**config.mk**
```make
export PLATFORM = sky130hd
export DESIGN_NAME = noc_packet_receiver
export DESIGN_NICKNAME = d
export VERILOG_FILES = /design/src/rtl/noc_flit_pkg.sv /design/src/rtl/noc_sync_fifo.sv /design/src/rtl/noc_packet_receiver.sv
export SDC_FILE = /design/constraint.sdc
export NUM_CORES = 1
export LEC_CHECK = 0
export ABC_AREA = 1
export CAP_MARGIN = 20
export CELL_PAD_IN_SITES_DETAIL_PLACEMENT = 0
export CELL_PAD_IN_SITES_GLOBAL_PLACEMENT = 1
export CORE_MARGIN = 3
export CORE_UTILIZATION = 51
export CTS_CLUSTER_DIAMETER = 30
export DETAILED_ROUTE_END_ITERATION = 10
export PLACE_DENSITY = 0.92
export SLEW_MARGIN = 20
export SYNTH_ARGS = -nofsm -noshare
export SYNTH_HDL_FRONTEND = slang
export SYNTH_HIERARCHICAL = 1
export SYNTH_SLANG_ARGS = --single-unit
```
**constraint.sdc**
```tcl
create_clock -name clk -period 7.7 [get_ports clk]
set_input_delay 0.77 -clock clk [delete_from_list [all_inputs] [get_ports clk]]
set_output_delay 0.77 -clock clk [all_outputs]
set_load 0.01 [all_outputs]
```
**src/rtl/noc_flit_pkg.sv**
```systemverilog
// -----------------------------------------------------------------------------
// noc_flit_pkg
// Shared definitions for the NoC ejection-side packet receiver.
//   - Bit positions of the fields inside a 32-bit head flit
//   - Widths of the node id and length fields
//   - Receiver FSM state encoding
//   - Small helpers that pull the fields out of a head flit
// No ports (package).
// -----------------------------------------------------------------------------
package noc_flit_pkg;

    // Head flit layout: [31:28] dest, [27:24] src, [23:16] len, [15:0] ignored
    localparam int HEAD_DEST_MSB = 31;
    localparam int HEAD_DEST_LSB = 28;
    localparam int HEAD_SRC_MSB  = 27;
    localparam int HEAD_SRC_LSB  = 24;
    localparam int HEAD_LEN_MSB  = 23;
    localparam int HEAD_LEN_LSB  = 16;

    localparam int NODE_ID_W = 4;
    localparam int LEN_W     = 8;

    // FIFO entry = {sop, eop, src, data}; width depends on the flit width
    function automatic int entry_width(input int data_width);
        return 2 + NODE_ID_W + data_width;
    endfunction

    typedef enum logic [1:0] {
        ST_IDLE    = 2'd0,
        ST_PAYLOAD = 2'd1,
        ST_DROP    = 2'd2
    } rx_state_e;

    function automatic logic [NODE_ID_W-1:0] head_dest(input logic [31:0] flit);
        return flit[HEAD_DEST_MSB:HEAD_DEST_LSB];
    endfunction

    function automatic logic [NODE_ID_W-1:0] head_src(input logic [31:0] flit);
        return flit[HEAD_SRC_MSB:HEAD_SRC_LSB];
    endfunction

    function automatic logic [LEN_W-1:0] head_len(input logic [31:0] flit);
        return flit[HEAD_LEN_MSB:HEAD_LEN_LSB];
    endfunction

endpackage

```
**src/rtl/noc_sync_fifo.sv**
```systemverilog
// -----------------------------------------------------------------------------
// noc_sync_fifo
// Single-clock first-word-fall-through FIFO. The word at the head of the queue
// is presented on rd_data_o whenever empty_o is low; a pop advances to the next
// word. Storage is a plain array so it maps onto distributed RAM. Full and empty
// are registered flags derived from an occupancy counter.
// Ports:
//   clk        in   clock
//   rst        in   synchronous active-high reset (empties the FIFO)
//   wr_en_i    in   push request (ignored while full)
//   wr_data_i  in   WIDTH   word to push
//   rd_en_i    in   pop request (ignored while empty)
//   rd_data_o  out  WIDTH   head-of-queue word
//   full_o     out  registered full flag
//   empty_o    out  registered empty flag
// DEPTH must be a power of two, >= 2 (pointers wrap naturally).
// -----------------------------------------------------------------------------
module noc_sync_fifo #(
    parameter int WIDTH = 38,
    parameter int DEPTH = 8
) (
    input  logic             clk,
    input  logic             rst,
    input  logic             wr_en_i,
    input  logic [WIDTH-1:0] wr_data_i,
    input  logic             rd_en_i,
    output logic [WIDTH-1:0] rd_data_o,
    output logic             full_o,
    output logic             empty_o
);

    localparam int AW = $clog2(DEPTH);
    localparam logic [AW:0]   DEPTH_C = (AW+1)'(DEPTH);
    localparam logic [AW:0]   CNT_ONE = (AW+1)'(1);
    localparam logic [AW-1:0] PTR_ONE = AW'(1);

    logic [WIDTH-1:0] mem [DEPTH];

    logic [AW-1:0] wr_ptr_q;
    logic [AW-1:0] rd_ptr_q;
    logic [AW:0]   count_q;
    logic [AW:0]   count_d;
    logic          full_q;
    logic          empty_q;

    logic do_push;
    logic do_pop;

    // A push while full is refused; a simultaneous pop still happens.
    assign do_push = wr_en_i && !full_q;
    assign do_pop  = rd_en_i && !empty_q;

    always_comb begin
        count_d = count_q;
        unique case ({do_push, do_pop})
            2'b10:   count_d = count_q + CNT_ONE;
            2'b01:   count_d = count_q - CNT_ONE;
            default: count_d = count_q;   // idle, or push+pop leaves occupancy unchanged
        endcase
    end

    always_ff @(posedge clk) begin
        if (rst) begin
            wr_ptr_q <= '0;
            rd_ptr_q <= '0;
            count_q  <= '0;
            full_q   <= 1'b0;
            empty_q  <= 1'b1;
        end else begin
            if (do_push) begin
                wr_ptr_q <= wr_ptr_q + PTR_ONE;
            end
            if (do_pop) begin
                rd_ptr_q <= rd_ptr_q + PTR_ONE;
            end
            count_q <= count_d;
            full_q  <= (count_d == DEPTH_C);
            empty_q <= (count_d == '0);
        end
    end

    // Storage has no reset; validity is tracked entirely by the pointers.
    always_ff @(posedge clk) begin
        if (do_push) begin
            mem[wr_ptr_q] <= wr_data_i;
        end
    end

    assign rd_data_o = mem[rd_ptr_q];
    assign full_o    = full_q;
    assign empty_o   = empty_q;

endmodule

```
**src/rtl/noc_packet_receiver.sv**
```systemverilog
// -----------------------------------------------------------------------------
// noc_packet_receiver
// Ejection endpoint of one NoC node. Accepts the flit stream from the router,
// decodes the head flit, forwards the payload flits through a FIFO to the local
// core framed with sop/eop and the source id, drops packets addressed to other
// nodes, flags malformed heads and counts delivered packets.
// Ports:
//   clk            in   clock
//   rst            in   synchronous active-high reset
//   data_in        in   DATA_WIDTH  flit from the router
//   valid_in       in   flit valid
//   ready_in       out  flit accepted when valid_in && ready_in
//   pkt_data_out   out  DATA_WIDTH  payload word to the core
//   pkt_src_out    out  4   source node of the current packet
//   pkt_sop_out    out  first payload word of a packet
//   pkt_eop_out    out  last payload word of a packet
//   pkt_valid_out  out  payload word valid
//   pkt_ready_out  in   core accepts the word when valid && ready
//   err_dest_out   out  one-cycle pulse: head addressed to another node
//   err_len_out    out  one-cycle pulse: head with zero length
//   pkt_count_out  out  16  packets fully delivered, wrapping
// -----------------------------------------------------------------------------
module noc_packet_receiver
    import noc_flit_pkg::*;
#(
    parameter int DATA_WIDTH = 32,
    parameter int NODE_ID    = 0,
    parameter int FIFO_DEPTH = 8
) (
    input  logic                  clk,
    input  logic                  rst,
    input  logic [DATA_WIDTH-1:0] data_in,
    input  logic                  valid_in,
    output logic                  ready_in,
    output logic [DATA_WIDTH-1:0] pkt_data_out,
    output logic [NODE_ID_W-1:0]  pkt_src_out,
    output logic                  pkt_sop_out,
    output logic                  pkt_eop_out,
    output logic                  pkt_valid_out,
    input  logic                  pkt_ready_out,
    output logic                  err_dest_out,
    output logic                  err_len_out,
    output logic [15:0]           pkt_count_out
);

    localparam int                   ENTRY_W = entry_width(DATA_WIDTH);
    localparam logic [NODE_ID_W-1:0] MY_ID   = NODE_ID_W'(NODE_ID);
    localparam logic [LEN_W-1:0]     CNT_ONE = LEN_W'(1);

    rx_state_e            state_q;
    logic [LEN_W-1:0]     cnt_q;
    logic [NODE_ID_W-1:0] src_q;
    logic                 first_q;
    logic                 err_dest_q;
    logic                 err_len_q;
    logic [15:0]          pkt_count_q;

    logic                 flit_acc;
    logic                 last_flit;
    logic [NODE_ID_W-1:0] hd_dest;
    logic [NODE_ID_W-1:0] hd_src;
    logic [LEN_W-1:0]     hd_len;

    logic                 fifo_push;
    logic                 fifo_pop;
    logic                 fifo_full;
    logic                 fifo_empty;
    logic [ENTRY_W-1:0]   fifo_wr_entry;
    logic [ENTRY_W-1:0]   fifo_rd_entry;

    // ------------------------------------------------------------------
    // Flow control toward the router: a function of state and the
    // registered full flag only, so no combinational path crosses the block.
    // ------------------------------------------------------------------
    always_comb begin
        ready_in = 1'b0;
        unique case (state_q)
            ST_IDLE:    ready_in = 1'b1;
            ST_PAYLOAD: ready_in = !fifo_full;
            ST_DROP:    ready_in = 1'b1;
            default:    ready_in = 1'b0;
        endcase
    end

    assign flit_acc  = valid_in && ready_in;
    assign last_flit = (cnt_q == CNT_ONE);

    assign hd_dest = head_dest(data_in[31:0]);
    assign hd_src  = head_src(data_in[31:0]);
    assign hd_len  = head_len(data_in[31:0]);

    // ------------------------------------------------------------------
    // Payload buffer
    // ------------------------------------------------------------------
    assign fifo_push     = flit_acc && (state_q == ST_PAYLOAD);
    assign fifo_wr_entry = {first_q, last_flit, src_q, data_in};
    assign fifo_pop      = !fifo_empty && pkt_ready_out;

    noc_sync_fifo #(
        .WIDTH (ENTRY_W),
        .DEPTH (FIFO_DEPTH)
    ) u_fifo (
        .clk       (clk),
        .rst       (rst),
        .wr_en_i   (fifo_push),
        .wr_data_i (fifo_wr_entry),
        .rd_en_i   (fifo_pop),
        .rd_data_o (fifo_rd_entry),
        .full_o    (fifo_full),
        .empty_o   (fifo_empty)
    );

    // The storage array is not reset, so mask the word while nothing is
    // buffered; this keeps the core-side outputs at zero out of reset.
    assign {pkt_sop_out, pkt_eop_out, pkt_src_out, pkt_data_out} =
        fifo_empty ? '0 : fifo_rd_entry;
    assign pkt_valid_out = !fifo_empty;

    // ------------------------------------------------------------------
    // Receive FSM, error pulses and delivered-packet counter
    // ------------------------------------------------------------------
    always_ff @(posedge clk) begin
        if (rst) begin
            state_q     <= ST_IDLE;
            cnt_q       <= '0;
            src_q       <= '0;
            first_q     <= 1'b0;
            err_dest_q  <= 1'b0;
            err_len_q   <= 1'b0;
            pkt_count_q <= '0;
        end else begin
            err_dest_q <= 1'b0;
            err_len_q  <= 1'b0;

            // Counted on the eop handshake at the core side, not on receipt.
            if (fifo_pop && fifo_rd_entry[ENTRY_W-2]) begin
                pkt_count_q <= pkt_count_q + 16'd1;
            end

            unique case (state_q)
                ST_IDLE: begin
                    if (flit_acc) begin
                        // A zero length wins over a wrong destination: there
                        // is nothing to drop, so the next flit is a new head.
                        if (hd_len == '0) begin
                            err_len_q <= 1'b1;
                        end else if (hd_dest != MY_ID) begin
                            err_dest_q <= 1'b1;
                            cnt_q      <= hd_len;
                            state_q    <= ST_DROP;
                        end else begin
                            src_q   <= hd_src;
                            cnt_q   <= hd_len;
                            first_q <= 1'b1;
                            state_q <= ST_PAYLOAD;
                        end
                    end
                end
                ST_PAYLOAD: begin
                    if (flit_acc) begin
                        first_q <= 1'b0;
                        cnt_q   <= cnt_q - CNT_ONE;
                        if (last_flit) begin
                            state_q <= ST_IDLE;
                        end
                    end
                end
                ST_DROP: begin
                    if (flit_acc) begin
                        cnt_q <= cnt_q - CNT_ONE;
                        if (last_flit) begin
                            state_q <= ST_IDLE;
                        end
                    end
                end
                default: begin
                    state_q <= ST_IDLE;
                end
            endcase
        end
    end

    assign err_dest_out  = err_dest_q;
    assign err_len_out   = err_len_q;
    assign pkt_count_out = pkt_count_q;

endmodule
```
==> impl_results.md, run 1 <==
- N_diodes: 0
- RSZ-0062 raised after global routing: false
- Actual slew at the worst max-slew pin: ~1.0 ns
- Max-slew headroom: 0.322
- Placer congestion estimate: roughly 0.73
- Fin. max-slew vios: 0
- Worst path arrival time: slightly below 4 ns
- First DRT Iteration DRCs: roughly 880
- Asr flop ratio synth: 0
- Clock Skews: about 0.024 ns
- Clock Tree Buf Depth: 3
- Synth warn: 6
- Switch Pwr: 1490 uW
- CP endpoint: pkt_eop_out
- Clock latency on the worst-skew pair: 0.59 ns
- Post-DP HPWL: 16.2 mm
- Crit. End Element: output pin
- Mapped Cells: approximately 1.3k
- Status: completed
- Flop pwr share: 0.395
- Postcts setup bufs: 0
- Starting density of the core: 0.524
- Setup Viol. Count Final: 0
- DRT Wirelength: between 30 and 40 mm
- Leakage: approximately 0.0065 uW
- Critical Path Start Type: flip-flop
- Total GRT Usage: 0.206
- Grt ovf: 0
- Max Fclk: 212 MHz
- Tmin final: 4.72 ns
- Worst-path clk slew: about 0.05 ns
- Area fraction of the dominant cell type after synthesis: 0.620
- Area delta synth->final: 22.1%
- Setup slack, reg-to-reg: slightly above 4 ns
- Comb pwr share: 0.130
- Fillers: between 2k and 2.5k
- Die area: 31000 um^2
- Initial antenna violation count: 1
- Clock sinks: ~350
- Post-Syn Area: approximately 15000 um^2
- Int Pwr: around 4200 uW
- Setup TNS: 0 ns
- CTS tree: built
- Max Cap Viol: 0
- Vias per Instance: around 5.4
- Syn Area/Cell: ~11 um^2
- #FFs+latches synth: between 300 and 400
- Multi-input logic area: roughly 3900 um^2
- Netlist cell types: 41
- Clock root buffer: clkbuf_16
- Storage cell area: roughly 10000 um^2
- R2r worst-path depth: 13
- Worst path required time: 6.93 ns
- Critical Path Fanout Max: 152
- Final clock period utilization by the worst path: 0.613
- Seq/Total Area, Yosys: 0.685
- Critical path class: reg -> out
- Fin nets: between 1k and 1.5k
- PD cells: between 300 and 400 nW/um^2
- Global-route wire length before repair: 50.9 mm
- Drt pass-1 iters: 7
- Fin. Hold Viols: 0
- Chip Height: about 180 um
- Routed Antenna Nets: 0
- Post-CTS Hold Fix Bufs: 0
- Core area: 28100 um^2
- FF-to-FF End: pkt_count_out[14]$_SDFFE_PP0P_
- Vias post-DR: roughly 10k
- Min-Delay Path Class: reg -> reg
- Vias in the first global route: between 10k and 15k
- Largest net degree at the start of global routing: approximately 150
- VDD IR-drop max: between 0.2 and 0.25 mV
- Clock power share: 0.475
- Dominant cell type by area after synthesis: edfxtp_1
- Most frequent cell after synthesis: nor2_1
- Layout cells sized above 1: 0.106
- Post-synth EDFFs: a little over 300
- Total nets after synthesis: about 1.4k
- Post-synth top cells: nor2_1, edfxtp_1, o21ai_0
- Synth Flop Type: edfxtp_1
- Final core occ: 0.640
- CTS buffer count: 58
- Die width: 176 um
- Wire length per cell: approximately 17 um
- Net Sw Frac: 0.264
- Post-CTS Resized: 0
- Port Buffer Count: 93
- Row cnt: a little over 60
- IO Count: 94
- Area contributors post-synth: edfxtp_1, nor2_1, dfxtp_1
- CTS H-tree depth: 2
- DRC: 0
==> cell usage in the layout (no fill, tap or decap), types with 4 or more instances in the layout <==
cell type,instances
a21oi_1,29
a31oi_1,39
buf_4,13
bufinv_16,8
clkbuf_1,6
clkbuf_16,59
clkdlybuf4s50_1,93
clkinv_2,8
clkinvlp_4,4
dfxtp_1,45
edfxtp_1,304
ha_1,11
inv_1,97
inv_6,10
inv_8,8
nand2_1,84
nand2_2,7
nand3_1,24
nor2_1,362
nor2_4,13
nor3_1,5
o21ai_0,143
o21ai_1,30
o22ai_1,39
==> power by group through the flow <==
stage          combinational (uW)  sequential [uW]  clock, uW
4_1_cts                       745             2240       2720
5_1_grt                       832             2250       2820
6_report                      738             2230       2690
2_1_floorplan                 504             2220          0
3_5_place_dp                  738             2270          0
3_3_place_gp                  730             2270          0
==> per-stage QoR <==
step	worst slack [ns]	power, uW	hold WS, ns	cell area [um^2]	std cells
floorplan	4.21	2720	0.444	14700	1334
global placement	3.69	3000	0.452	15900	1753
detailed placement	3.67	3010	0.464	15900	1753
CTS	3.01	5700	0.468	18000	1862
global route	2.68	5890	0.515	18000	1862
finish	2.98	5660	0.466	18000	1862
==> sequential cells by signal (all words and copies together) (netlist names), named ones only <==
signal / count
u_fifo/mem: 304
pkt_count_out: 16
cnt_q: 8
src_q: 4
u_fifo/count_q: 4
u_fifo/rd_ptr_q: 3
u_fifo/wr_ptr_q: 3
state_q: 2
err_dest_out: 1
err_len_out: 1
first_q: 1
u_fifo/empty_o: 1
u_fifo/full_o: 1
==> final cells by class <==
type	instances	area share
flip-flops and latches	352	0.561
multi-input cells	814	0.217
clock buffers	65	0.0833
repair buffers	106	0.0572
clock inverters	44	0.0327
well taps	378	0.0263
inverters	103	0.0221
==> logic make-up after synthesis <==
logic type               share of synthesized area
flip-flops                                   0.685
adder cells (fa/ha/maj)                    0.00934
AO/OA/AOI/OAI                                0.106
AND/OR/NAND/NOR                              0.144
buffers and inverters                       0.0538
XOR/XNOR                                   0.00178
==> layer usage <==
| layer | part of all wire | GRT usage | vias up |
|---|---|---|---|
| met5 | 0.00029 | 0 | - |
| met2 | 0.49 | 0.347 | 381 |
| met3 | 0.077 | 0.0415 | 46 |
| met4 | 0.014 | 0.0663 | 2 |
| met1 | 0.41 | 0.270 | 4693 |
| li1 | - | - | 4840 |
==> critical path, cell delays in order (launching register included) <==
cell and delay, ns:
dfxtp_4 0.60, inv_6 0.87, o21ai_0 0.20, o22ai_1 0.18, nor2_1 0.06, a31oi_1 0.53
inv_1 0.16, nor2_1 0.13, clkdlybuf4s50_1 0.57
==> how the worst min path moves through the flow <==
stage / to / depth (start not counted) / slack, ns / from
floorplan: flip-flop / 2 / 0.44 / u_fifo/rd_ptr_q[2]$_SDFFE_PP0P_
global placement: u_fifo/rd_ptr_q[2]$_SDFFE_PP0P_ / 2 / 0.45 / u_fifo/rd_ptr_q[2]$_SDFFE_PP0P_
detailed placement: u_fifo/rd_ptr_q[2]$_SDFFE_PP0P_ / 2 / 0.46 / u_fifo/rd_ptr_q[2]$_SDFFE_PP0P_
CTS: flip-flop / 2 / 0.47 / u_fifo/rd_ptr_q[2]$_SDFFE_PP0P_
global route: flip-flop / 2 / 0.51 / u_fifo/rd_ptr_q[2]$_SDFFE_PP0P_
finish: flip-flop / 2 / 0.47 / u_fifo/rd_ptr_q[2]$_SDFFE_PP0P_
Note: power is estimated with default switching activity, not from simulation.
==> inputs of run 2 (changes only) <==
CORE_UTILIZATION = 43   (was 51)
PLACE_DENSITY = 0.84   (was 0.92)
clock period = 4.1 ns   (was 7.7 ns; I/O delays follow)
==> run 2 against run 1 <==
  * Clock power up 120%
  * Non-clock buffer count grew 12
  * Worst hold slack lost 0.0064 ns
  * Critical endpoint is now pkt_data_out[5]
  * Final area is 3.8% higher
  * Setup slack worse by 2.5 ns
  * Global-route usage is 2.0 points lower
  * Critical path depth grew 1
  * Core utilization is 8.5 points lower
  * Cell count increased by 5.6%
==> impl_results.md, run 2 (same netlist as run 1, synthesis figures left out) <==
- Fin. Hold Viols: 0
- Drt pass-1 iters: 5
- Clock Tree Buf Depth: 3
- Crit. End Element: output pin
- Min-Delay Path Class: reg -> reg
- FF-to-FF End: u_fifo/mem[6][8]$_DFFE_PP_
- Row cnt: 67
- First DRT Iteration DRCs: approximately 860
- Status: completed
- Postcts setup bufs: 0
- Vias post-DR: just over 10k
- Max Fclk: 279 MHz
- Top reg by flops: u_fifo/mem
- Fin nets: between 1.5k and 2k
- Post-CTS Hold Fix Bufs: 0
- Port Buffer Count: between 90 and 100
- CTS buffer count: 72
- Clock Skews: 0.0214 ns
- Critical R2R Launch: state_q[0]$_SDFFE_PP0P_
- Max-slew headroom: 0.462
- DRT Wirelength: 33.4 mm
- Tmin final: between 3 and 4 ns
- Final clock period utilization by the worst path: 0.874
- N_diodes: 0
- Post-CTS Resized: 0
- Post-DP HPWL: about 19 mm
- Routed Antenna Nets: 0
- Placer congestion estimate: 0.790
- Actual slew at the worst max-slew pin: around 0.81 ns
- Critical Path Fanout Max: between 60 and 70
- Placed Cells: ~1.8k
- Setup slack, reg-to-reg: about 1.1 ns
- Chip Height: between 150 and 200 um
- Leakage: just under 0.007 uW
- Setup Viol. Count Final: 0
- Initial antenna violation count: 1
- CTS H-tree depth: 3
- Fin. max-slew vios: 0
- Total GRT Usage: 0.186
- DP Area: around 16000 um^2
- Die width: about 190 um
- Largest net degree at the start of global routing: 77
- IO Count: 94
- Wire length per cell: about 17 um
- CTS tree: built
- Fin cells: slightly below 2k
- Worst Hold Launch: u_fifo/rd_ptr_q[2]$_SDFFE_PP0P_
- Vias in the first global route: roughly 10k
- RSZ-0062 raised after global routing: false
- Vias per Instance: between 5 and 6
- VDD IR-drop max: 0.347 mV
- Commonest non-fill, non-tap cells in the layout: nor2_1, edfxtp_1, o21ai_0
- Critical path class: reg -> out
- Core area: ~34000 um^2
- Grt ovf: 0
- Worst-path clk slew: roughly 0.05 ns
- Die area: ~37000 um^2
- Starting density of the core: 0.438
- DRC: 0
- Worst path required time: roughly 3.7 ns
- Setup TNS: 0 ns
- Worst path arrival time: approximately 3.2 ns
- Non-Filler Cell Area, Final: ~19000 um^2
- R2r worst-path depth: 11
- Clock root buffer: clkbuf_16
- Hold Crit Depth: 2
- Global-route wire length before repair: 53.7 mm
- Area delta synth->final: 26.8%
- Commonest non-fill, non-tap cell in the layout: nor2_1
- Total power: between 10000 and 15000 uW
- Clock sinks: 352
- Clock latency on the worst-skew pair: 0.57 ns
- PD cells: slightly above 600 nW/um^2
- Number of flip-flops in the largest register: 304
- Max Cap Viol: 0
- Layout cells sized above 1: 0.119
- Critical Path Start Type: flip-flop
## run 2: cell count changes in the layout (fill, tap and decap cells not counted), sizes merged
cell / change
clkbuf: +22
buf: +12
clkinv: +11
inv: -11
bufinv: +2
clkinvlp: -1
## run 2: through the flow
stage | util | hold slack [ns] | worst slack [ns]
global placement | 0.481 | 0.454 | 1.04
CTS | 0.555 | 0.463 | 0.487
global route | 0.555 | 0.495 | 0.316
finish | 0.555 | 0.459 | 0.515
floorplan | - | 0.444 | 0.608
detailed placement | 0.481 | 0.470 | 0.989
## run 2: critical path, stage by stage (launching register included)
cell,delay [ns]
dfxtp_4,0.51
inv_6,0.39
buf_12,0.31
nor2_1,0.11
o22ai_1,0.26
nor2_1,0.07
a31oi_1,0.17
inv_1,0.05
nor2_1,0.08
clkdlybuf4s50_1,0.54
## run 2: final cells by class
| class | instances | area, um^2 |
|---|---|---|
| fillers | 2720 | 14900 |
| well taps | 448 | 561 |
| repair buffers | 118 | 1210 |
| clock buffers | 87 | 1910 |
| inverters | 103 | 397 |
| clock inverters | 45 | 599 |
| multi-input cells | 814 | 3910 |
| flip-flops and latches | 352 | 10100 |
## run 2: worst max path at each step
stage | slack, ns | start | depth (start not counted) | endpoint
4_1_cts | 0.49 | flip-flop | 8 | pkt_data_out[26]
2_1_floorplan | 0.61 | state_q[0]$_SDFFE_PP0P_ | 10 | u_fifo/mem[0][0]$_DFFE_PP_
3_5_place_dp | 0.99 | valid_in | 8 | u_fifo/mem[6][1]$_DFFE_PP_
3_3_place_gp | 1.04 | valid_in | 8 | u_fifo/mem[6][1]$_DFFE_PP_
6_report | 0.52 | flip-flop | 9 | pkt_data_out[5]
5_1_grt | 0.32 | flip-flop | 9 | pkt_data_out[4]
## run 2: power breakdown
part	internal [uW]	switching [uW]
Combinational	578	914
Clock	3970	1900
Sequential	4040	79.5
## run 2: routing by layer
| layer | up-vias | GRT usage | share of wire |
|---|---|---|---|
| met5 | - | 0 | 0.00039 |
| met4 | 2 | 0.0706 | 0.025 |
| met3 | 76 | 0.0391 | 0.064 |
| met2 | 331 | 0.316 | 0.49 |
| met1 | 4824 | 0.233 | 0.42 |
| li1 | 4908 | - | - |
